[src/rtl/data_mem_arbiter.sv]
// Data-memory arbiter: passes MEM-stage loads/stores through to the single-port
// memory, or takes the memory over to stream every word to the debug unit.
module data_mem_arbiter #(
  parameter int NB_ADDR     = 32,
  parameter int NB_DATA     = 32,
  parameter int NB_MEM_ADDR = 7
) (
  input  logic                   i_clock,
  input  logic                   i_reset,
  input  logic                   i_MEM_mem_read,
  input  logic                   i_MEM_mem_write,
  input  logic [NB_ADDR-1:0]     i_MEM_addr,
  input  logic [NB_DATA-1:0]     i_MEM_write_data,
  output logic [NB_DATA-1:0]     o_MEM_read_data,
  output logic                   o_MEM_stall,
  input  logic                   i_DU_dump_start,
  input  logic                   i_DU_ready,
  output logic [NB_DATA-1:0]     o_DU_data,
  output logic                   o_DU_valid,
  output logic                   o_DU_last,
  output logic                   o_DU_busy,
  output logic                   o_DU_done,
  output logic [NB_MEM_ADDR-1:0] o_mem_addr,
  output logic [NB_DATA-1:0]     o_mem_wdata,
  output logic                   o_mem_we,
  output logic                   o_mem_re,
  input  logic [NB_DATA-1:0]     i_mem_rdata
);

  typedef enum logic [2:0] {
    IDLE,
    DUMP_RD,
    DUMP_CAP,
    DUMP_SEND,
    DONE
  } state_t;

  state_t                 state;
  logic [NB_MEM_ADDR-1:0] ptr;

  // Byte-lane and out-of-range address bits are deliberately discarded.
  logic unused_addr_bits;
  assign unused_addr_bits = ^{i_MEM_addr[NB_ADDR-1:NB_MEM_ADDR+2], i_MEM_addr[1:0]};

  assign o_MEM_read_data = i_mem_rdata;

  always_comb begin
    o_mem_addr  = i_MEM_addr[NB_MEM_ADDR+1:2];
    o_mem_wdata = i_MEM_write_data;
    o_mem_we    = i_MEM_mem_write;
    o_mem_re    = i_MEM_mem_read;
    o_MEM_stall = 1'b0;
    if (state != IDLE) begin
      // Memory belongs to the dump; pipeline requests are held off, never written.
      o_mem_addr  = ptr;
      o_mem_we    = 1'b0;
      o_mem_re    = (state == DUMP_RD);
      o_MEM_stall = i_MEM_mem_read | i_MEM_mem_write;
    end
  end

  always_ff @(posedge i_clock or negedge i_reset) begin
    if (!i_reset) begin
      state      <= IDLE;
      ptr        <= '0;
      o_DU_data  <= '0;
      o_DU_valid <= 1'b0;
      o_DU_last  <= 1'b0;
      o_DU_busy  <= 1'b0;
      o_DU_done  <= 1'b0;
    end else begin
      case (state)
        IDLE: begin
          o_DU_done <= 1'b0;
          if (i_DU_dump_start) begin
            state     <= DUMP_RD;
            o_DU_busy <= 1'b1;
          end
        end
        DUMP_RD: state <= DUMP_CAP;
        DUMP_CAP: begin
          o_DU_data  <= i_mem_rdata;
          o_DU_valid <= 1'b1;
          o_DU_last  <= &ptr;
          state      <= DUMP_SEND;
        end
        DUMP_SEND: begin
          if (i_DU_ready) begin
            o_DU_valid <= 1'b0;
            o_DU_last  <= 1'b0;
            if (o_DU_last) begin
              o_DU_done <= 1'b1;
              state     <= DONE;
            end else begin
              ptr   <= ptr + 1'b1;
              state <= DUMP_RD;
            end
          end
        end
        DONE: begin
          o_DU_done <= 1'b0;
          o_DU_busy <= 1'b0;
          ptr       <= '0;
          state     <= IDLE;
        end
        default: state <= IDLE;
      endcase
    end
  end

endmodule
[config.mk]
export PLATFORM = sky130hd
export DESIGN_NAME = data_mem_arbiter
export DESIGN_NICKNAME = d
export VERILOG_FILES = /design/src/rtl/data_mem_arbiter.sv
export SDC_FILE = /design/constraint.sdc
export NUM_CORES = 1
export LEC_CHECK = 0
export CORE_MARGIN = 2
export CORE_UTILIZATION = 35
export DETAILED_ROUTE_END_ITERATION = 12
export PLACE_DENSITY_LB_ADDON = 0.15
export SYNTH_ARGS = -nofsm -noshare
export SYNTH_HDL_FRONTEND = slang
export SYNTH_SLANG_ARGS = --single-unit
[constraint.sdc]
create_clock -name i_clock -period 3.66 [get_ports i_clock]
set_input_delay 0.549 -clock i_clock [delete_from_list [all_inputs] [get_ports i_clock]]
set_output_delay 0.549 -clock i_clock [all_outputs]
set_load 0.05 [all_outputs]
==> impl_metrics.ini <==
[outcome]
status = completed

[timing]
relSlewSlack_pct = 30.5
fin_crit_ps = 3110
whs_ps = 411
timing.fmax_mhz = 321
setup_tns_ps = 0
fin_ws_ps = 549
period_share_pct = 85.0
tightest_slew_ps = 1040
finalMaxSlewViolations = 0
setup_viol = 0
hold_viol = 0
fin_skew_ps = 14.3
rsz0062_at_grt = no

[clock_network]
post_cts_resized = 0
h-tree-depth = 2
postCtsSetupBuffers = 0
clock-sinks = 46
cts_root_buf = clkbuf_8
hold_buffers = 0
clk_pin_slew_ps = 90
cts_buffers = 5
tritoncts = built
clockBufferDepth = 2
clock_latency_ps = 300

[floorplanning]
chipHeight_um = 90.7
core_area_um2 = 7250
die_x_um = 90.7
dieArea_um2 = 8230
rows = 31
io_pins = 212
start_util_pct = 36.3

[synthesis]
yosys.area.top_type = dfrtp_1
yosysMostFrequentCell = buf_4
ys_ff_latch = 46
synth_area_um2 = 2630
syn_nets = 318
synth_top_flop_cell = dfrtp_1
ys_seq_area_share_pct = 43.7
syn_area_per_cell_um2 = 12.3
synth_common_cells = buf_4, dfrtp_1, mux2_4
synth.area.top_cells = dfrtp_1, buf_4, mux2_4
syn_inst = 215
synth_top_area_share_pct = 43.7
synth-edff-count = 0
ys_async_sr_fraction_pct = 100
synth_cell_types = 36
ys_warn_count = 0

[setup_path]
crit_required_ps = 3110
cpPeakStageDelay_ps = 700
worstSetupPathType = flop to primary output
crit_path_end_kind = primary output
cpLargestDelayFamily = buffers and inverters
crit_path_start_kind = flop
crit_path_cell_trace = nor3_2 -> mux2_2 -> clkdlybuf4s50_1
critical_path.slowest_cell = clkdlybuf4s50_1
cp_data_arrival_time_ps = 2560
cp_max_fo = 10
worst-path-buf-inv = 1

[worst_hold_path]
hold_path.class = primary input to asynchronous set/reset pin

[power]
p_leak_nw = 1.47
vdd_drop_max_uv = 380
powerDensity_nw_per_um2 = 996

[flow_run]
drv_cap = 0

[routing]
first_pass_iters = 4
initialDrtViolationCount = 36
top_layer = met4
wl_met3_um = 567
drt_wl_total_um = 5290
vias_per_cell = 4.50
met2_length_um = 2300
wl_per_cell_um = 14.2
vias = 1675
drt-met1-wl_um = 2350
drc_errors = 0
ant_nets = 0

[global_routing]
grt_pass1_vias = 1677
grt_max_degree = 47
grtUsageTotal_pct = 13.4
antenna_found_initial = 0
grt_pass1_wl_um = 9000
gr-total-overflow = 0

[placed_design]
dp_slack_ps = 810
dp_hpwl_um = 3740
gp_congestion = 0.726
portBuffers = 122

[layout]
diodes = 0
area_growth_pct = 34.8
fin_nets = 375
drive_gt1_share_pct = 19.8
fin_util_pct = 48.9
state kept, by name, summed over array words and instances (netlist names):
name	count
o_DU_busy	1
state	3
ptr	7
o_DU_done	1
o_DU_valid	1
o_DU_last	1
o_DU_data	32
layer usage:
metal	global-route usage, %	vias to the layer above
li1	-	789
met1	17.6	790
met2	19.9	86
met3	5.34	10
met4	4.62	0
met5	0	-
through the flow:
| stage | cells | power [mW] | cell area [µm²] |
|---|---|---|---|
| 2_1_floorplan | 215 | 2.59 | 2630 |
| 3_5_place_dp | 364 | 3.09 | 3410 |
| 4_1_cts | 372 | 3.58 | 3550 |
| 6_report | 372 | 3.54 | 3550 |
| 3_3_place_gp | 364 | 3.08 | 3410 |
| 5_1_grt | 372 | 3.71 | 3550 |
logic make-up after synthesis:
kind of cell	synth area share, %
and+or+nand+nor	8.65
buffers and inverters	21.8
muxes	21.4
adders and majority gates	0.475
DFF	43.7
AOI/OAI and AO/OA	3.94
area by class of cell:
| class | count | area, µm² |
|---|---|---|
| clock inverters | 2 | 60.1 |
| repair buffers | 122 | 1220 |
| multi-input cells | 95 | 908 |
| well taps | 99 | 124 |
| clock buffers | 6 | 82.6 |
| inverters | 2 | 7.51 |
| flip-flops and latches | 46 | 1150 |
| fillers | 677 | 3700 |
cell usage in the layout (no fill, tap or decap), types with 2 or more instances in the layout:
| cell type | n |
|---|---|
| nand3_1 | 2 |
| o31ai_1 | 2 |
| bufinv_16 | 2 |
| mux2_4 | 28 |
| mux2_2 | 11 |
| or4_1 | 2 |
| o21ai_0 | 6 |
| or3_1 | 2 |
| and2_1 | 2 |
| dfrtp_1 | 46 |
| clkbuf_8 | 6 |
| nor2_1 | 7 |
| clkdlybuf4s50_1 | 121 |
| a21oi_1 | 7 |
| mux2i_1 | 2 |
| inv_1 | 2 |
| nor3_1 | 2 |
| nand2_1 | 7 |
worst paths after layout:
| path | from | end | slack (ps) | depth (start not counted) |
|---|---|---|---|---|
| max in group asynchronous | i_reset | o_DU_data[21] | 2590 | 1 |
| max | state[1] | o_mem_addr[6] | 550 | 3 |
| min reg2reg | o_DU_valid | o_DU_valid | 490 | 1 |
| min in group i_clock | o_DU_valid | o_DU_valid | 490 | 1 |
| max reg2reg | state[1] | o_DU_data[21] | 1770 | 3 |
| min | i_reset | o_DU_data[0] | 410 | 1 |
worst register-to-register path, cell delays in order, from the launching register on:
cell	delay (ps)
dfrtp_1	570
nor2b_4	250
and2_4	550
mux2_2	410
power by group:
group	switching (mW)	internal (mW)	total [mW]
Combinational	1.28	0.875	2.16
Clock	0.175	0.291	0.466
Sequential	0.164	0.747	0.910
Total	1.62	1.91	3.54
Power figures use the tool's default switching activity.
